### config.mk
export PLATFORM = sky130hd
export DESIGN_NAME = cache_axi_burst_ctrl
export DESIGN_NICKNAME = d
export VERILOG_FILES = /design/src/rtl/cache_axi_burst_ctrl_pkg.sv /design/src/rtl/cache_axi_burst_ctrl.sv
export SDC_FILE = /design/constraint.sdc
export NUM_CORES = 1
export LEC_CHECK = 0
export BUFFER_PORTS_ARGS = -buffer_cell sky130_fd_sc_hd__buf_2
export CAP_MARGIN = 20
export CORE_AREA = 4 4 98 100
export DETAILED_ROUTE_END_ITERATION = 7
export DIE_AREA = 0 0 102 104
export PLACE_DENSITY = 0.79
export SYNTH_ARGS = -nofsm -noshare
export SYNTH_HDL_FRONTEND = slang
export SYNTH_SLANG_ARGS = --single-unit
### constraint.sdc
create_clock -name i_clk -period 1.9 [get_ports i_clk]
set_input_delay 0.57 -clock i_clk [delete_from_list [all_inputs] [get_ports i_clk]]
set_output_delay 0.57 -clock i_clk [all_outputs]
set_load 0.01 [all_outputs]
### src/rtl/cache_axi_burst_ctrl_pkg.sv
// Shared definitions for the cache AXI burst master: FSM states, AXI encodings
// and the beat-count derivation used by the burst controller.
package cache_axi_burst_ctrl_pkg;

    typedef enum logic [2:0] {
        IDLE,
        AR,
        R,
        WLOAD,
        AW,
        W,
        B,
        DONE
    } state_t;

    localparam logic [1:0] BURST_INCR = 2'b01;
    localparam logic [1:0] RESP_OKAY  = 2'b00;

    function automatic int beats_of(input int block_width, input int data_width);
        return block_width / data_width;
    endfunction

endpackage

### src/rtl/cache_axi_burst_ctrl.sv
// AXI4 burst master for cache line refill and writeback. Owns control, address,
// beat counting and response checking; data paths are wired around it.
module cache_axi_burst_ctrl
    import cache_axi_burst_ctrl_pkg::*;
#(
    parameter int AXI_DATA_WIDTH = 32,
    parameter int BLOCK_WIDTH    = 512,
    parameter int AXI_ADDR_WIDTH = 64
) (
    input  logic                        i_clk,
    input  logic                        i_arst,
    input  logic                        i_start_read,
    input  logic                        i_start_write,
    input  logic [AXI_ADDR_WIDTH-1:0]   i_addr,
    output logic                        o_busy,
    output logic                        o_done,
    output logic                        o_error,
    output logic                        o_shift_en,
    output logic                        o_load_block,
    output logic                        o_ar_valid,
    input  logic                        i_ar_ready,
    output logic [AXI_ADDR_WIDTH-1:0]   o_ar_addr,
    output logic [7:0]                  o_ar_len,
    output logic [2:0]                  o_ar_size,
    output logic [1:0]                  o_ar_burst,
    input  logic                        i_r_valid,
    output logic                        o_r_ready,
    input  logic                        i_r_last,
    input  logic [1:0]                  i_r_resp,
    output logic                        o_aw_valid,
    input  logic                        i_aw_ready,
    output logic [AXI_ADDR_WIDTH-1:0]   o_aw_addr,
    output logic [7:0]                  o_aw_len,
    output logic [2:0]                  o_aw_size,
    output logic [1:0]                  o_aw_burst,
    output logic                        o_w_valid,
    input  logic                        i_w_ready,
    output logic                        o_w_last,
    output logic [AXI_DATA_WIDTH/8-1:0] o_w_strb,
    input  logic                        i_b_valid,
    output logic                        o_b_ready,
    input  logic [1:0]                  i_b_resp
);

    localparam int BEATS = beats_of(BLOCK_WIDTH, AXI_DATA_WIDTH);
    localparam int CNT_W = (BEATS > 1) ? $clog2(BEATS) : 1;
    localparam logic [CNT_W-1:0] LAST_BEAT = CNT_W'(BEATS - 1);

    state_t                      state;
    state_t                      state_next;
    logic [CNT_W-1:0]            cnt;
    logic [CNT_W-1:0]            cnt_next;
    logic                        err;
    logic                        err_next;
    logic [AXI_ADDR_WIDTH-1:0]   addr_q;
    logic [AXI_ADDR_WIDTH-1:0]   addr_next;

    assign o_ar_addr  = addr_q;
    assign o_aw_addr  = addr_q;
    assign o_ar_len   = 8'(BEATS - 1);
    assign o_aw_len   = 8'(BEATS - 1);
    assign o_ar_size  = 3'($clog2(AXI_DATA_WIDTH / 8));
    assign o_aw_size  = 3'($clog2(AXI_DATA_WIDTH / 8));
    assign o_ar_burst = BURST_INCR;
    assign o_aw_burst = BURST_INCR;
    assign o_w_strb   = '1;

    always_ff @(posedge i_clk) begin
        if (i_arst) begin
            state  <= IDLE;
            cnt    <= '0;
            err    <= 1'b0;
            addr_q <= '0;
        end else begin
            state  <= state_next;
            cnt    <= cnt_next;
            err    <= err_next;
            addr_q <= addr_next;
        end
    end

    // Bursts finish on the beat count; RLAST is only checked against it.
    always_comb begin
        state_next   = state;
        cnt_next     = cnt;
        err_next     = err;
        addr_next    = addr_q;
        o_busy       = (state != IDLE);
        o_done       = 1'b0;
        o_error      = 1'b0;
        o_shift_en   = 1'b0;
        o_load_block = 1'b0;
        o_ar_valid   = 1'b0;
        o_r_ready    = 1'b0;
        o_aw_valid   = 1'b0;
        o_w_valid    = 1'b0;
        o_w_last     = 1'b0;
        o_b_ready    = 1'b0;
        case (state)
            IDLE: begin
                if (i_start_write) begin
                    addr_next  = i_addr;
                    state_next = WLOAD;
                end else if (i_start_read) begin
                    addr_next  = i_addr;
                    state_next = AR;
                end
            end
            AR: begin
                o_ar_valid = 1'b1;
                if (i_ar_ready) begin
                    state_next = R;
                end
            end
            R: begin
                o_r_ready = 1'b1;
                if (i_r_valid) begin
                    o_shift_en = 1'b1;
                    err_next   = err | (i_r_resp != RESP_OKAY);
                    if (cnt == LAST_BEAT) begin
                        err_next   = err | (i_r_resp != RESP_OKAY) | ~i_r_last;
                        cnt_next   = '0;
                        state_next = DONE;
                    end else begin
                        err_next = err | (i_r_resp != RESP_OKAY) | i_r_last;
                        cnt_next = cnt + 1'b1;
                    end
                end
            end
            WLOAD: begin
                o_load_block = 1'b1;
                state_next   = AW;
            end
            AW: begin
                o_aw_valid = 1'b1;
                if (i_aw_ready) begin
                    state_next = W;
                end
            end
            W: begin
                o_w_valid = 1'b1;
                o_w_last  = (cnt == LAST_BEAT);
                if (i_w_ready) begin
                    o_shift_en = 1'b1;
                    if (cnt == LAST_BEAT) begin
                        cnt_next   = '0;
                        state_next = B;
                    end else begin
                        cnt_next = cnt + 1'b1;
                    end
                end
            end
            B: begin
                o_b_ready = 1'b1;
                if (i_b_valid) begin
                    err_next   = err | (i_b_resp != RESP_OKAY);
                    state_next = DONE;
                end
            end
            DONE: begin
                o_done     = 1'b1;
                o_error    = err;
                cnt_next   = '0;
                err_next   = 1'b0;
                state_next = IDLE;
            end
            default: begin
                state_next = IDLE;
            end
        endcase
    end

endmodule

Yosys cells after proc, flatten, opt, wreduce, memory -nomap -nowiden
Cells that the tools add are included.

Flip-flop bits (word level): 72. Output and inout port bits: 169. Word-level logic and storage cells: 69.

Mux-type cells: 32. Reductions and logical operators: 11. Bitwise logic cells: 5. Add/sub/neg operators: 1. Equality and inequality tests: 16.

Operators by type and width (count): two-way mux 64 bit (2); two-way mux 3 bit (9); case mux 3 bit (8 select lines) (1); two-way mux 1 bit (14); != test 2 bit (second input constant) (7); == test 3 bit (second input constant) (4); two-way mux 4 bit (3); case mux 4 bit (3 select lines) (1); nonzero test 3 bit (3); AND reduction 8 bit (1); == test 3 x 2 -> 1 bit (second input constant) (2); AND reduction 3 bit (2); nonzero test 2 bit (3); adder 4 x 1 -> 4 bit (second input constant) (1); == test 4 bit (second input constant) (1); OR 1 bit (4); == test 3 x 1 -> 1 bit (second input constant) (1); zero test 3 bit (1); != test 3 bit (second input constant) (1); case mux 1 bit (3 select lines) (1); case mux 1 bit (2 select lines) (1); AND reduction 2 bit (1); inverter 1 bit (1).

Logic depth before layout (Yosys ltp)
Gate-level depths: netlist (run 1).

Word-level depth: 6. Mapped depth: 7. Mapped depth without buffers: 6.

Worst setup path before layout (run 1)
OpenSTA, ideal clock, no wires.

Path type: reg-to-reg. From: reg cnt[0]. To: reg state[0]. Data required time: 1.841 ns. Library setup time: 0.059 ns. Cell stages (with the launch flop): 8. Data arrival time: 1.624 ns. Slack: 0.216 ns. Path through: dfxtp_1 -> ha_1 -> and3_1 -> buf_4 -> a31oi_1 -> o211a_1 -> or4_1 -> nand2_1.

Word-level cells in the longest chain between the ends: 3.

RTL lines: start, declared (RTL line cache_axi_burst_ctrl.sv:51) `logic [CNT_W-1:0] cnt;`; start signal, assigned (RTL line cache_axi_burst_ctrl.sv:76) `cnt <= cnt_next;`; == test 4 bit * (RTL line cache_axi_burst_ctrl.sv:120, cache_axi_burst_ctrl.sv:145); != test 2 bit (no source line); AND reduction 8 bit (no source line) *; end signal, assigned (RTL line cache_axi_burst_ctrl.sv:75) `state <= state_next;`; end, declared (RTL line cache_axi_burst_ctrl.sv:49) `state_t state;`.

Every way passes the cells marked *; elsewhere a longest branch is shown, timed or not. A chain may end at the register's enable or synchronous reset.

Worst setup path after layout (run 1)
From: reg state[0]. To: out o_busy.

Word-level cells in the longest chain between the ends: 1.

RTL lines: nonzero test 3 bit (RTL line cache_axi_burst_ctrl.sv:88) `o_busy = (state != IDLE);`; end, declared (RTL line cache_axi_burst_ctrl.sv:15) `output logic o_busy,`.

Every way passes these cells.

==> tab_implementation.tex, run 1 <==
\begin{tabular}{lr}
\hline
Metric & Value \\
\hline
\multicolumn{2}{l}{\textbf{Detailed routing}} \\
\quad Final routed wirelength across all metal layers & approximately 8600 um \\
\quad Post-route antenna net violation count & 0 \\
\quad Via density per instance & 4.566 \\
\quad DRC violations left & 0 \\
\quad Total iterations of the first detailed-routing run & 4 \\
\quad DR iter-0 viols & 127 \\
\quad Number of vias after detailed routing & 3251 \\
\quad Drt wl/cell & 12.02 um \\
\multicolumn{2}{l}{\textbf{Synthesis}} \\
\quad Total standard cell area after synthesis & 3528 sq um \\
\quad Sequential cell area fraction in the yosys report & 40.85\% \\
\quad FFs w/ async S/R, synth & 0\% \\
\quad Number of enable flip-flop cells after synthesis & 0 \\
\quad Most instantiated library cell after synthesis & sky130\_fd\_sc\_hd\_\_nand2\_1 \\
\quad Area share of the leading cell type in the synthesized netlist & 40.85\% \\
\quad Top post-synthesis cells by count & sky130\_fd\_sc\_hd\_\_nand2\_1, sky130\_fd\_sc\_hd\_\_buf\_4, sky130\_fd\_sc\_hd\_\_dfxtp\_1, sky130\_fd\_sc\_hd\_\_a21oi\_1, sky130\_fd\_sc\_hd\_\_nor2\_1 \\
\quad Yosys reg bits & 72 \\
\quad Cell type contributing the most total cell area after synthesis & sky130\_fd\_sc\_hd\_\_dfxtp\_1 \\
\quad Number of instances in the synthesized netlist & between 400 and 500 \\
\quad Total number of yosys warnings & 0 \\
\quad Unique masters post-synth & 38 \\
\quad Main area contributors after synthesis & sky130\_fd\_sc\_hd\_\_dfxtp\_1, sky130\_fd\_sc\_hd\_\_buf\_4, sky130\_fd\_sc\_hd\_\_nand2\_1 \\
\quad Most instantiated flip-flop cell in the synthesis netlist & sky130\_fd\_sc\_hd\_\_dfxtp\_1 \\
\quad Syn\_area\_per\_cell & 7.789 sq um \\
\multicolumn{2}{l}{\textbf{GRT}} \\
\quad Wire length of the first global-routing pass & 13510 um \\
\quad Number of antenna violations at the first check in global routing & 0 \\
\quad Total track usage & 15.38\% \\
\quad Overflow left after global routing & 0 \\
\quad Vias in the first global route & 3023 \\
\quad Maximum number of pins on one net before global-route repair & 46 \\
\multicolumn{2}{l}{\textbf{Setup path}} \\
\quad Cell-by-cell trace of the critical path & or3\_4, buf\_2 \\
\quad Arrival time at the worst endpoint & between 1000 and 1500 ps \\
\quad Worst-path fanout max & 8 \\
\quad Slowest cell delay on critical path & 410 ps \\
\quad Critical path type & reg -> out \\
\quad Type of destination of the critical path & output port \\
\quad Slowest CP cell & sky130\_fd\_sc\_hd\_\_or3\_4 \\
\quad Worst path bufs/invs & 1 \\
\quad Cell class contributing the biggest share of worst-path delay & simple AND/OR/NAND/NOR gates \\
\quad Critical path startpoint category & register \\
\quad Required time reported for the critical path endpoint & 1330 ps \\
\multicolumn{2}{l}{\textbf{Timing}} \\
\quad Unrepaired setup endpoints after global routing & true \\
\quad Setup Viol. Count Final & 0 \\
\quad Slew Viols, Final & 0 \\
\quad FMAX & 540.2 MHz \\
\quad Final Critical Period & between 1500 and 2000 ps \\
\quad Summed negative setup slack over all endpoints & 0 ps \\
\quad Post-route fraction of the period consumed by the critical path & 97.43\% \\
\quad Final worst clock skew & 10.69 ps \\
\quad Final Hold Viols & 0 \\
\multicolumn{2}{l}{\textbf{Clock network}} \\
\quad CTS root buf & sky130\_fd\_sc\_hd\_\_clkbuf\_8 \\
\quad Clock Sinks & 72 \\
\quad Clock tree from TritonCTS & yes \\
\quad H-tree depth & 3 \\
\quad Clock latency on the worst-skew pair & 340 ps \\
\quad TritonCTS Buffers & 9 \\
\quad Clock-pin transition on the worst setup and hold timing paths & approximately 80 ps \\
\quad Maximum buffer depth of the clock tree & 2 \\
\quad Quantity of hold-fixing buffers added after cts & 0 \\
\multicolumn{2}{l}{\textbf{Power and ir drop}} \\
\quad Worst vdd rail ir drop & 0.5379 mV \\
\quad Power Density & 1291 nW/um\^{}2 \\
\quad Overall Power & approximately 5600 uW \\
\quad Leakage power summed over all cells & 0.002279 uW \\
\multicolumn{2}{l}{\textbf{Floorplanning}} \\
\quad Die span in x & 102 um \\
\quad Die boundary height & roughly 100 um \\
\quad Standard-cell rows & 34 \\
\quad Top Ports & 247 \\
\quad Full die area & 10610 sq um \\
\quad Core ar. & slightly below 9000 sq um \\
\quad Effective utilization at floorplan & 40.66\% \\
\multicolumn{2}{l}{\textbf{Placed design}} \\
\quad Count of buffers inserted at the top-level ports & 216 \\
\quad Final weighted congestion of routability-driven global placement & 0.8544 \\
\quad DPL Wire Length & approximately 6600 um \\
\multicolumn{2}{l}{\textbf{Layout}} \\
\quad Filler instances & 857 \\
\quad Count of nets after finishing & 678 \\
\quad Multi-input gate area in the final layout & between 1000 and 1500 sq um \\
\quad Ratio of cells with drive above 1 in the final layout & 43.05\% \\
\quad Finished Core Util & approximately 50\% \\
\quad P\&R area growth vs syn & 22.59\% \\
\quad FF+latch area & 1460 sq um \\
\quad Number of inserted diodes & 0 \\
\multicolumn{2}{l}{\textbf{Hold path}} \\
\quad Worst hold path class & in -> reg \\
\multicolumn{2}{l}{\textbf{Run status}} \\
\quad Outcome & finished clean \\
\multicolumn{2}{l}{\textbf{Flow run}} \\
\quad Maxcap violations & 0 \\
\hline
\end{tabular}
[path summary, 6_finish.rpt]
| path | to | startpoint | cells past startpoint | slack, ps |
|---|---|---|---|---|
| worst max-delay path | o_busy | state[0]$_SDFFE_PP0P_ | 2 | 50 |
| worst min-delay path | o_ar_addr[55]$_SDFFE_PP0P_ | i_addr[55] | 3 | 460 |
| worst max register to register | state[0]$_SDFFE_PP0P_ | cnt[0]$_SDFFE_PP0P_ | 6 | 170 |
| worst min register to register | o_ar_addr[62]$_SDFFE_PP0P_ | o_ar_addr[62]$_SDFFE_PP0P_ | 2 | 460 |
[tightest hold or removal path, stage by stage]
cell	delay, ps
sky130_fd_sc_hd__buf_2	90
sky130_fd_sc_hd__nand2_1	40
sky130_fd_sc_hd__a21oi_1	50
[sequential cells by signal, indices dropped and copies added (netlist names)]
signal and flops:
cnt 4, err 1, o_ar_addr 64, state 3
[timing repair]
action | in CTS | in global routing
pin swaps | 1 | 2
gates resized for setup | 12 | 5
gates cloned | 0 | 0
buffers inserted | 1 | 2
endpoints found under the setup margin | 8 | 5
hold endpoints to repair | 0 | 0
[cell families after synthesis]
group / share of synthesized area (%)
adders and majority gates: 0.3546
other: 0.2128
buffers and inverters: 25.11
xor gates and xnor gates: 0.2483
and+or+nand+nor: 19.47
DFF: 40.85
AOI/OAI and AO/OA: 13.48
muxes: 0.2837
[metal layers]
metal | vias up | track usage (%) | wire length, um
met5 | - | 0 | 0
met4 | 0 | 5.248 | 117
met3 | 11 | 4.695 | 895
met2 | 161 | 27.58 | 4330
met1 | 1453 | 16.81 | 3214
li1 | 1626 | - | -
[final cells by class]
| class | count | area share (%) |
|---|---|---|
| clock buffers | 10 | 3.182 |
| clock inverters | 6 | 1.041 |
| inverters | 2 | 0.1736 |
| multi-input cells | 285 | 30.89 |
| flip-flops and latches | 72 | 33.76 |
| well taps | 108 | 3.124 |
| repair buffers | 229 | 27.83 |
[metrics by stage]
step	std cells	hold WS [ps]	setup slack, ps	area, sq um
after global routing	712	436.1	-21.85	4325
final	712	456.0	48.77	4325
after global placement	693	449.4	125.7	4071
after floorplan	481	453.8	216.2	3633
after CTS	710	432.3	13.38	4298
after detailed placement	693	456.1	78.15	4071
[layout by cell type (no fill, tap or decap), types with 3 or more instances in the layout]
cell                         Yosys  final
sky130_fd_sc_hd__buf_4          95     11
sky130_fd_sc_hd__and3_1          4      3
sky130_fd_sc_hd__nand2_1       133    133
sky130_fd_sc_hd__clkinvlp_4      0      3
sky130_fd_sc_hd__a21oi_1        71     71
sky130_fd_sc_hd__nor2_1         11     10
sky130_fd_sc_hd__clkbuf_8        0     10
sky130_fd_sc_hd__conb_1          2     30
sky130_fd_sc_hd__dfxtp_4         0      5
sky130_fd_sc_hd__a31oi_1         3      3
sky130_fd_sc_hd__dfxtp_1        72     67
sky130_fd_sc_hd__buf_2           9    216
[where the power goes]
group	total (uW)	leakage [uW]	switching [uW]	internal (uW)
Combinational	2350	0.00160	1370	976
Clock	1090	0.0000845	580	511
Sequential	2150	0.000595	278	1870
Total	5590	0.00228	2230	3360
(Power assumes the default switching activity.)
==> run 2: changes to the inputs <==
==> constraint.sdc (replaced) <==
create_clock -name i_clk -period 2.05 [get_ports i_clk]
set_input_delay 0.615 -clock i_clk [delete_from_list [all_inputs] [get_ports i_clk]]
set_output_delay 0.615 -clock i_clk [all_outputs]
set_load 0.01 [all_outputs]
==> tab_implementation.tex, run 2 (synthesis gave the netlist of run 1 again) <==
\begin{tabular}{lr}
\hline
Metric & Value \\
\hline
\multicolumn{2}{l}{\textbf{Setup path}} \\
\quad Critical path type & reg -> out \\
\quad Minimum setup slack among reg-to-reg paths & 250 ps (+80 ps) \\
\quad Worst reg2reg startpoint & cnt[0]\$\_SDFFE\_PP0P\_ \\
\quad Worst-path fanout max & 9 (+1) \\
\quad Type of destination of the critical path & output port \\
\quad Required time reported for the critical path endpoint & 1430 ps (+100 ps) \\
\quad Arrival time at the worst endpoint & 1400 ps (+120 ps) \\
\quad Critical path startpoint category & register \\
\quad CP Launch Point & state[0]\$\_SDFFE\_PP0P\_ \\
\multicolumn{2}{l}{\textbf{Layout}} \\
\quad Count of nets after finishing & 673 (-0.74\%) \\
\quad Fin area & 4335 sq um (+0.23\%) \\
\quad Number of inserted diodes & 0 (unchanged) \\
\quad Post-route insts no fill & 707 (-0.70\%) \\
\quad Leading cell type in the layout, fill and taps excluded & sky130\_fd\_sc\_hd\_\_buf\_2 \\
\quad Number of flip-flops in the largest register & 64 (unchanged) \\
\quad P\&R area growth vs syn & 22.87\% \\
\quad Highest-count cells in the layout ignoring fill and taps & sky130\_fd\_sc\_hd\_\_buf\_2, sky130\_fd\_sc\_hd\_\_nand2\_1, sky130\_fd\_sc\_hd\_\_a21oi\_1 \\
\quad Ratio of cells with drive above 1 in the final layout & 42.07\% (-0.98 points) \\
\multicolumn{2}{l}{\textbf{Detailed routing}} \\
\quad Total iterations of the first detailed-routing run & 4 (unchanged) \\
\quad Number of vias after detailed routing & 3258 (+0.22\%) \\
\quad DR iter-0 viols & 107 (-16\%) \\
\quad Post-route antenna net violation count & 0 (unchanged) \\
\quad Highest Signal Layer & met4 \\
\quad M1 wire length & 3213 um (about the same) \\
\quad Via density per instance & 4.608 (+0.92\%) \\
\quad Met3 wire length & 888 um (-0.78\%) \\
\quad Met2 WL post-DR & 4418 um (+2.0\%) \\
\quad Drt wl/cell & 12.25 um (+2.0\%) \\
\quad Final routed wirelength across all metal layers & 8664 um (+1.3\%) \\
\quad DRC violations left & 0 (unchanged) \\
\multicolumn{2}{l}{\textbf{Placed design}} \\
\quad Count of buffers inserted at the top-level ports & 216 (unchanged) \\
\quad Placed Cells incl. Taps & 691 (-0.29\%) \\
\quad Dpl cell area & 4069 sq um (about the same) \\
\quad DPL Wire Length & 6679 um (+1.3\%) \\
\quad Final weighted congestion of routability-driven global placement & 0.8539 (about the same) \\
\quad Setup slack at placement & 169.5 ps (+91.38 ps) \\
\multicolumn{2}{l}{\textbf{Timing}} \\
\quad Final worst clock skew & 9.970 ps (-0.7240 ps) \\
\quad Summed negative setup slack over all endpoints & 0 ps (unchanged) \\
\quad Final Hold Viols & 0 (unchanged) \\
\quad Slew Viols, Final & 0 (unchanged) \\
\quad Final worst slack & 30.34 ps (-18.43 ps) \\
\quad Setup Viol. Count Final & 0 (unchanged) \\
\quad Post-route fraction of the period consumed by the critical path & 98.52\% \\
\quad Final Critical Period & 2020 ps \\
\quad Unrepaired setup endpoints after global routing & true \\
\quad FMAX & 495.1 MHz \\
\multicolumn{2}{l}{\textbf{Floorplanning}} \\
\quad Top Ports & 247 (unchanged) \\
\quad Effective utilization at floorplan & 40.66\% (unchanged) \\
\quad Full die area & 10610 sq um (unchanged) \\
\quad Core ar. & 8678 sq um (unchanged) \\
\quad Die boundary height & 104 um (unchanged) \\
\quad Standard-cell rows & 34 (unchanged) \\
\quad Die span in x & 102 um (unchanged) \\
\multicolumn{2}{l}{\textbf{GRT}} \\
\quad Maximum number of pins on one net before global-route repair & 43 (-6.5\%) \\
\quad Overflow left after global routing & 0 (unchanged) \\
\quad Number of antenna violations at the first check in global routing & 0 (unchanged) \\
\quad Total track usage & 15.05\% (-0.33 points) \\
\quad Wire length of the first global-routing pass & 13150 um (-2.7\%) \\
\quad Vias in the first global route & 2946 (-2.5\%) \\
\multicolumn{2}{l}{\textbf{Power and ir drop}} \\
\quad Worst vdd rail ir drop & 0.5196 mV (-3.4\%) \\
\quad Leakage power summed over all cells & 0.002284 uW (+0.22\%) \\
\quad Power Density & 1262 nW/um\^{}2 (-2.3\%) \\
\multicolumn{2}{l}{\textbf{Clock network}} \\
\quad Maximum buffer depth of the clock tree & 2 (unchanged) \\
\quad Clock Sinks & 72 (unchanged) \\
\quad TritonCTS Buffers & 9 (unchanged) \\
\quad Post CTS Setup Buffer Count & 0 (-1) \\
\quad Clock-pin transition on the worst setup and hold timing paths & 70 ps (about the same) \\
\quad H-tree depth & 3 (unchanged) \\
\quad Clock tree from TritonCTS & yes \\
\quad Clock latency on the worst-skew pair & 330 ps (about the same) \\
\quad CTS root buf & sky130\_fd\_sc\_hd\_\_clkbuf\_8 \\
\multicolumn{2}{l}{\textbf{Hold path}} \\
\quad Launch point of the worst hold path & o\_ar\_addr[23]\$\_SDFFE\_PP0P\_ \\
\quad Worst hold path class & reg -> reg \\
\multicolumn{2}{l}{\textbf{Run status}} \\
\quad Outcome & finished clean \\
\multicolumn{2}{l}{\textbf{Flow run}} \\
\quad Maxcap violations & 0 (unchanged) \\
\hline
\end{tabular}
[run 2: worst max-delay path, stage by stage, from the launching register on]
cell	delay [ps]
sky130_fd_sc_hd__dfxtp_2	440
sky130_fd_sc_hd__nand2_1	120
sky130_fd_sc_hd__nor2_1	150
sky130_fd_sc_hd__a21o_1	210
sky130_fd_sc_hd__buf_2	160
[run 2: path summary, 6_finish.rpt]
check	to	depth (start not counted)
max	o_shift_en	4
min	o_ar_addr[23]$_SDFFE_PP0P_	2
max reg2reg	state[0]$_SDFFE_PP0P_	6
min reg2reg	o_ar_addr[23]$_SDFFE_PP0P_	2
[run 2: power by group]
| group | total [uW] | switching, uW | internal (uW) |
|---|---|---|---|
| Combinational | 2170 | 1280 | 887 |
| Clock | 1310 | 497 | 810 |
| Sequential | 1990 | 264 | 1730 |
| Total | 5470 | 2040 | 3430 |
[run 2: area by class of cell]
| type | count | area, sq um |
|---|---|---|
| fill | 820 | 4343 |
| clock inverter | 5 | 105.1 |
| multi-input combinational | 285 | 1328 |
| tap | 108 | 135.1 |
| clock buffer | 11 | 131.4 |
| inverter | 2 | 7.507 |
| sequential | 72 | 1450 |
| timing repair buffer | 224 | 1179 |
[run 2: what timing repair did]
item                                    CTS  global route
endpoints found under the setup margin    5             3
gates cloned                              0             0
hold endpoints to repair                  0             0
gates resized for setup                   5             7
hold buffers                              0             0
[run 2: per-layer routing]
layer	vias up	global-route usage, %
met3	13	4.024
met5	-	0
met2	157	27.39
met1	1473	16.10
li1	1615	-
met4	0	5.904
[run 2: stage by stage]
step / power [uW] / hold slack, ps / util [%]
after floorplan: 3761 / 453.8 / -
after global placement: 4152 / 449.6 / 46.89
after detailed placement: 4199 / 455.7 / 46.89
after CTS: 5538 / 465.8 / 49.70
after global routing: 5872 / 486.0 / 49.96
final: 5469 / 462.0 / 49.96
